==> config.mk <==
export PLATFORM = sky130hd
export DESIGN_NAME = sens_ascii_parser
export DESIGN_NICKNAME = d
export VERILOG_FILES = /design/src/rtl/sens_ascii_parser.sv
export SDC_FILE = /design/constraint.sdc
export NUM_CORES = 1
export LEC_CHECK = 0
export BUFFER_PORTS_ARGS = -buffer_cell sky130_fd_sc_hd__buf_2
export CAP_MARGIN = 20
export CORE_UTILIZATION = 42
export CTS_CLUSTER_SIZE = 14
export DETAILED_ROUTE_END_ITERATION = 8
export PLACE_DENSITY = 0.6
export SETUP_SLACK_MARGIN = 0.5
export SLEW_MARGIN = 10
export SYNTH_ARGS = -nofsm -noshare
export SYNTH_HDL_FRONTEND = slang
export SYNTH_SLANG_ARGS = --single-unit
==> constraint.sdc <==
create_clock -name clk -period 3.8 [get_ports clk]
set_input_delay 0.57 -clock clk [delete_from_list [all_inputs] [get_ports clk]]
set_output_delay 0.57 -clock clk [all_outputs]
set_load 0.02 [all_outputs]
==> src/rtl/sens_ascii_parser.sv <==
// Decodes ASCII frames "SENS: <1-3 digits><sp|CR|LF>" into an 8-bit value with a valid/ready output.
// Define SENS_PARSER_TIMEOUT_EN to abandon partial frames after TIMEOUT_CYCLES idle cycles.
module sens_ascii_parser #(
  parameter int unsigned TIMEOUT_CYCLES = 1000
) (
  input  logic       clk,
  input  logic       rst,
  input  logic       in_valid,
  input  logic [7:0] in_char,
  output logic       in_ready,
  output logic       out_valid,
  output logic [7:0] out_data,
  input  logic       out_ready,
  output logic       err,
  output logic [1:0] err_code
);

  typedef enum logic [2:0] {
    StIdle, StS1, StE, StN, StS2, StColon, StSpace, StDig
  } state_e;

  localparam logic [1:0] ErrSyntax   = 2'd1;
  localparam logic [1:0] ErrOverflow = 2'd2;

  state_e     state_q, state_d;
  logic [9:0] acc_q, acc_d;
  logic [1:0] cnt_q, cnt_d;
  logic       out_valid_q, out_valid_d;
  logic [7:0] out_data_q, out_data_d;
  logic       err_q, err_d;
  logic [1:0] err_code_q, err_code_d;

  logic       xfer;
  logic       is_digit;
  logic       is_term;
  logic       is_s;
  logic [3:0] digit_val;
  logic       syntax_err;

  assign in_ready  = ~out_valid_q;
  assign xfer      = in_valid & in_ready;
  assign is_digit  = (in_char[7:4] == 4'h3) && (in_char[3:0] <= 4'd9);
  assign is_term   = (in_char == 8'h20) || (in_char == 8'h0d) || (in_char == 8'h0a);
  assign is_s      = (in_char == 8'h53);
  // ASCII '0'..'9' carry their value in the low nibble.
  assign digit_val = in_char[3:0];

`ifdef SENS_PARSER_TIMEOUT_EN
  localparam int unsigned ToW = $clog2(TIMEOUT_CYCLES + 1);
  logic [ToW-1:0] to_q, to_d;
`endif

  always_comb begin
    state_d     = state_q;
    acc_d       = acc_q;
    cnt_d       = cnt_q;
    out_valid_d = out_valid_q & ~out_ready;
    out_data_d  = out_data_q;
    err_d       = 1'b0;
    err_code_d  = err_code_q;
    syntax_err  = 1'b0;
`ifdef SENS_PARSER_TIMEOUT_EN
    to_d        = '0;
`endif

    if (xfer) begin
      case (state_q)
        StIdle: begin
          if (is_s) begin
            state_d = StS1;
            acc_d   = '0;
            cnt_d   = '0;
          end
        end
        StS1:    if (in_char == 8'h45) state_d = StE;     else syntax_err = 1'b1;
        StE:     if (in_char == 8'h4e) state_d = StN;     else syntax_err = 1'b1;
        StN:     if (is_s)             state_d = StS2;    else syntax_err = 1'b1;
        StS2:    if (in_char == 8'h3a) state_d = StColon; else syntax_err = 1'b1;
        StColon: if (in_char == 8'h20) state_d = StSpace; else syntax_err = 1'b1;
        StSpace: begin
          if (is_digit) begin
            state_d = StDig;
            acc_d   = {6'd0, digit_val};
            cnt_d   = 2'd1;
          end else begin
            syntax_err = 1'b1;
          end
        end
        StDig: begin
          if (is_digit) begin
            if (cnt_q == 2'd3) begin
              syntax_err = 1'b1;
            end else begin
              acc_d = acc_q * 10'd10 + {6'd0, digit_val};
              cnt_d = cnt_q + 2'd1;
            end
          end else if (is_term) begin
            state_d = StIdle;
            if (acc_q <= 10'd255) begin
              out_valid_d = 1'b1;
              out_data_d  = acc_q[7:0];
            end else begin
              err_d      = 1'b1;
              err_code_d = ErrOverflow;
            end
          end else begin
            syntax_err = 1'b1;
          end
        end
        default: state_d = StIdle;
      endcase
    end

    // An offending 'S' is taken as the start of a fresh frame.
    if (syntax_err) begin
      err_d      = 1'b1;
      err_code_d = ErrSyntax;
      if (is_s) begin
        state_d = StS1;
        acc_d   = '0;
        cnt_d   = '0;
      end else begin
        state_d = StIdle;
      end
    end

`ifdef SENS_PARSER_TIMEOUT_EN
    if ((state_q != StIdle) && !xfer) begin
      to_d = to_q + ToW'(1);
      if (to_d == ToW'(TIMEOUT_CYCLES)) begin
        state_d    = StIdle;
        err_d      = 1'b1;
        err_code_d = 2'd3;
        to_d       = '0;
      end
    end
`endif
  end

  always_ff @(posedge clk) begin
    if (rst) begin
      state_q     <= StIdle;
      acc_q       <= '0;
      cnt_q       <= '0;
      out_valid_q <= 1'b0;
      out_data_q  <= '0;
      err_q       <= 1'b0;
      err_code_q  <= '0;
    end else begin
      state_q     <= state_d;
      acc_q       <= acc_d;
      cnt_q       <= cnt_d;
      out_valid_q <= out_valid_d;
      out_data_q  <= out_data_d;
      err_q       <= err_d;
      err_code_q  <= err_code_d;
    end
  end

`ifdef SENS_PARSER_TIMEOUT_EN
  always_ff @(posedge clk) begin
    if (rst) begin
      to_q <= '0;
    end else begin
      to_q <= to_d;
    end
  end
`endif

  assign out_valid = out_valid_q;
  assign out_data  = out_data_q;
  assign err       = err_q;
  assign err_code  = err_code_q;

endmodule

### Word level (Yosys, flattened, before mapping)

Cells that the tools add are included.

* bits in registers: 27
* latch bits: 0
* RAM bits: 0
* memory bits (read-only): 0
* bits of input ports: 12
* memories kept: 0

* $add $sub $neg: 2
* multiply operators: 1
* div/mod/pow operators: 0
* $lt $le $gt $ge: 2
* eq/ne operators: 27
* shift-type cells: 0
* muxes and demuxes: 57
* bitwise operators: 6
* reductions and logical operators: 12

Operator list (number)
* 2-to-1 mux 10 bit: 7
* 2-to-1 mux 3 bit: 11
* one-hot mux 10 bit (3 select lines): 1
* 2-to-1 mux 1 bit: 28
* != test 3 bit, second input constant: 9
* equality test 8 x 7 -> 1 bit, second input constant: 3
* one-hot mux 3 bit (8 select lines): 1
* equality test 8 x 4 -> 1 bit, second input constant: 2
* equality test 8 x 6 -> 1 bit, second input constant: 2
* AND reduction 5 bit: 3
* 2-to-1 mux 2 bit: 7
* equality test 3 bit, second input constant: 4
* adder 10 x 4 -> 10 bit: 1
* less-or-equal comparator 10 x 8 -> 1 bit, second input constant: 1
* multiplier 10 x 3 -> 9 bit, second input constant: 1
* AND reduction 10 bit: 1
* one-hot mux 1 bit (7 select lines): 1
* equality test 3 x 2 -> 1 bit, second input constant: 2
* one-hot mux 2 bit (3 select lines): 1
* nonzero test 2 bit: 3
* equality test 4 x 2 -> 1 bit, second input constant: 1
* less-or-equal comparator 4 bit, second input constant: 1
* inverter 1 bit: 4
* equality test 3 x 1 -> 1 bit, second input constant: 1
* 9 further kinds: 11

### Depth between registers and ports, before layout

* depth in word-level cells: 9
* depth in mapped cells: 9

### Worst setup path before layout

OpenSTA, ideal clock, no wires.

* path kind: reg2reg
* start point: register acc_q[1]
* end point: register acc_q[9]
* library setup time: 0.122 ns
* data arrival time: 2.289 ns
* required time: 3.678 ns
* setup slack: 1.389 ns
* cell stages (with the launch flop): 10
* path buffers: 0
* period minus slack after synthesis: 2.411 ns
* cell sequence: dfxtp_1 > ha_1 > ha_1 > fa_1 > a21o_1 > a21oi_1 > xor2_1 > nand2b_1 > o211a_1 > o311a_1

* cells in the longest elaborated chain, start to end: 8

RTL lines
* from (decl): line 26 `logic [9:0] acc_q, acc_d;`
* from (signal assigned): line 143 `acc_q <= '0;`
* from (signal assigned): line 151 `acc_q <= acc_d;`
* multiplier 10 x 3 -> 9 bit *: line 94 `acc_d = acc_q * 10'd10 + {6'd0, digit_val};`
* adder 10 x 4 -> 10 bit *: line 94
* 2-to-1 mux 10 bit *: line 91 `if (cnt_q == 2'd3) begin`
* 2-to-1 mux 10 bit *: line 90 `if (is_digit) begin`
* one-hot mux 10 bit (3 select lines) *: line 67 `case (state_q)`
* 2-to-1 mux 10 bit *: line 66 `if (xfer) begin`
* 2-to-1 mux 10 bit: line 118 `if (is_s) begin`
* 2-to-1 mux 10 bit *: line 115 `if (syntax_err) begin`

Mark *: on every way between the ends. The rest lies on a longest branch, timed or not.
A chain may end at the register's enable or synchronous reset.

### Worst setup path after layout

Same ends and word-level chain as after synthesis.

==> summary.md <==
| Metric | Value |
|---|---|
| Status | finished, final reports clean |
| Antenna diode count | 0 |
| Total design power | about 0.00066 W |
| Slew @ Worst Pin | around 0.53 ns |
| Gpl congestion | 0.786 |
| Netlist cell types | between 50 and 60 |
| Seq/Total Area, Yosys | about 29% |
| Max-cap violations | 0 |
| Vias in the first global route | approximately 1,500 |
| Core area | 4320 um2 |
| Crit path kind | reg2reg |
| Hold Path End | err_code[1] |
| Vias per cell | roughly 5.8 |
| Initial DRT Pass Iterations | 4 |
| Setup TNS | 0 ns |
| Post-Syn Area per Cell | around 8.9 um2 |
| Starting Density | between 40% and 50% |
| FMAX | 382 MHz |
| Xor/xnor share of the synthesized area | under 10% |
| VDD IR-drop max | between 0.0001 and 0.00015 V |
| Leading area contributor after synthesis | dfxtp_1 |
| Setup Slack @ Placement | ~1.2 ns |
| Final Core Density | 48.1% |
| Rel. slew slack | 64.1% |
| First-pass GRT wire length | 7320 um |
| Die Ht | about 69 um |
| CTS tree | done |
| I/O Buffers | 24 |
| Cts hold-fix bufs | 0 |
| Critical path data arrival time | ~2.8 ns |
| Placed cell count | roughly 280 |
| Fill cell total of the finished layout | 452 |
| Worst Setup Start Kind | register |
| Largest net degree at the start of global routing | 18 |
| Top cells by count, synth | 27 x dfxtp_1, 22 x nor2_1, 14 x ha_1, 10 x inv_1, 10 x nand2_1 |
| Num CTS Buffers | 3 |
| Hold Path Depth | 2 |
| Setup bufs post-CTS | 0 |
| Residual DRC | 0 |
| Synthesized-area fraction occupied by and/or/nand/nor cells | 20.1% |
| Largest family of logic cells by synthesized area | compound AO/OA/AOI/OAI gates |
| Max incr delay on CP | between 0.4 and 0.5 ns |
| Die width | around 69 um |
| GRT Util Overall | between 10% and 20% |
| Initial detailed-routing violation count | 49 |
| PD cells | 319 nW/um2 |
| Pins Over Slew Limit | 0 |
| Leading cell type by number of instances after synthesis | dfxtp_1 |
| Syn-to-layout area delta | 10.3% |
| Cts repair resizes | 0 |
| H-tree levels | 1 |
| Mapped Cells | roughly 210 |
| Antenna violation net count after detailed routing | 0 |
| Total wire length | between 4000 and 5000 um |
| Top cell type's share of synthesized area | between 20 and 30% |
| Worst-Skew Late Latency | roughly 0.27 ns |
| Syn Std Cell Area | between 1500 and 2000 um2 |
| Number of enable flip-flop cells after synthesis | 0 |
| Crit-path cells | ha_1 > ha_1 > fa_1 > a21o_1 > a21oi_1 > xor2_1 > nand2b_1 > nor4b_1 > o311a_1 |
| Grt ovf | 0 |
| DP HPWL | 3250 um |
| Max Root-Sink Buffers | 2 |
| Yosys warnings | 0 |
| Cell row count | 24 |
| Final setup viols | 0 |
| Post-route minimum period | between 2 and 3 ns |
| Post-synthesis mux area share | under 10% |
| Area contributors post-synth | dfxtp_1 29%, ha_1 9.3%, mux2i_1 4.8% |
| CTS Sinks | 27 |
| Worst r2r src | acc_q[1] |
| Final #Nets | between 200 and 300 |
| Share of layout cells above drive strength 1 | between 10% and 20% |
| CP Data Required Time | ~4.0 ns |
| Post-synth ARST share | 0% |
| Mapped Nets | between 200 and 250 |
| Hold Crit Class | reg2reg |
| Compound-Gate Fraction of Synth Area | ~26% |
| Final hold violations | 0 |
| Root Buffer | clkbuf_8 |
| Hold path startpoint | err_code[1] |
| Critical path's most frequent cell | ha_1 |
| Fin cells | between 200 and 300 |
| Clock-pin slew on the worst setup and hold paths | 0.09 ns |
| Avg WL per Cell | 15.3 um |
| Worst R2R End | acc_q[9] |
| FF-to-FF setup slack | about 1.2 ns |
| Top_reg_cell synth | dfxtp_1 |
| P_leak | around 0.92 nW |
| Final Skew | around 0.0036 ns |
| Final period utilization | around 70% |
| CP Capture Type | register |
| Setup ws final | 1.18 ns |
| Synthesized-area fraction occupied by adder cells | a little under an eighth |
| Depth of the worst register-to-register path | 9 |
| Io pins | 25 |
| RSZ-0062 raised after global routing | false |
| Critical Path Fanout Max | 5 |
| Slowest-stage cell, CP | dfxtp_1 |
| Die footprint | around 4800 um2 |
| Register bit total from synthesis | 27 |
| DR vias | around 1,700 |
| Initial antenna violation count | 0 |
## how the worst max path moves through the flow
stage	start	end	slack (ns)	depth (start not counted)
after CTS	acc_q[1]	acc_q[9]	1.18	9
after floorplan	acc_q[1]	acc_q[9]	1.39	9
after detailed placement	acc_q[1]	acc_q[9]	1.20	9
after global placement	acc_q[1]	acc_q[9]	1.22	9
final	acc_q[1]	acc_q[9]	1.18	9
after global routing	acc_q[1]	acc_q[9]	1.01	9
## where the power goes
part	internal [W]	switching, W	total [W]	leakage [nW]
Combinational	0.0000636	0.000111	0.000175	0.673
Clock	0.0000735	0.0000902	0.000164	0.0255
Sequential	0.000293	0.0000332	0.000326	0.217
## through the flow
stage | hold slack [ns] | area (um2)
after global routing | 0.499 | 2080
after detailed placement | 0.456 | 2040
after CTS | 0.473 | 2080
after global placement | 0.442 | 2040
final | 0.471 | 2080
after floorplan | 0.470 | 1890
## per-layer routing
layer	share of wire, %	global-route usage [%]	wire, um	up-vias
li1	-	-	-	845
met3	2.0	3.22	85	2
met2	44	29.2	1920	18
met5	0	0	0	-
met1	53	27.0	2320	799
met4	0.67	4.08	29	0
## sequential cells by signal (all words and copies together), names as in the netlist
| register | flops |
|---|---|
| cnt_q | 2 |
| acc_q | 10 |
| out_valid | 1 |
| err_code | 2 |
| out_data | 8 |
| err | 1 |
| state_q | 3 |
## placed cells by master (no fill, tap or decap), types with 5 or more instances in the layout
cell / instances
o21ai_0: 6
a21oi_1: 8
dfxtp_1: 27
buf_2: 24
a21oi_2: 5
xnor2_1: 7
ha_1: 14
nand2_1: 10
a21o_1: 5
inv_1: 10
a22oi_1: 7
mux2i_1: 9
nor2_1: 22
## worst max-delay path: cells and delay by family, from the launching register on
family | cells | cell delay [ns]
simple gates | 2 | 0.22
compound gates | 3 | 0.70
flops | 1 | 0.43
fa+ha+maj | 3 | 0.92
xor+xnor | 1 | 0.24
## layout make-up
| class | count | area [um2] | share of cell area (%) |
|---|---|---|---|
| Multi-Input combinational cell | 167 | 1260 | 60.8 |
| Sequential cell | 27 | 541 | 26.0 |
| Timing Repair Buffer | 25 | 128 | 6.13 |
| Tap cell | 52 | 65.1 | 3.12 |
| Clock buffer | 3 | 41.3 | 1.98 |
| Inverter | 10 | 37.5 | 1.80 |
| Clock inverter | 1 | 5.00 | 0.240 |
## kinds of logic (layout without fill, tap and decap cells)
logic type                 Yosys count  in the layout
AOI/OAI and AO/OA                   63             63
xor gates and xnor gates            11             11
and+or+nand+nor                     68             68
adders and majority gates           16             16
muxes                                9              9
buffers and inverters               19             39
DFF                                 27             27
No activity file was read; power rests on OpenSTA's default activity.
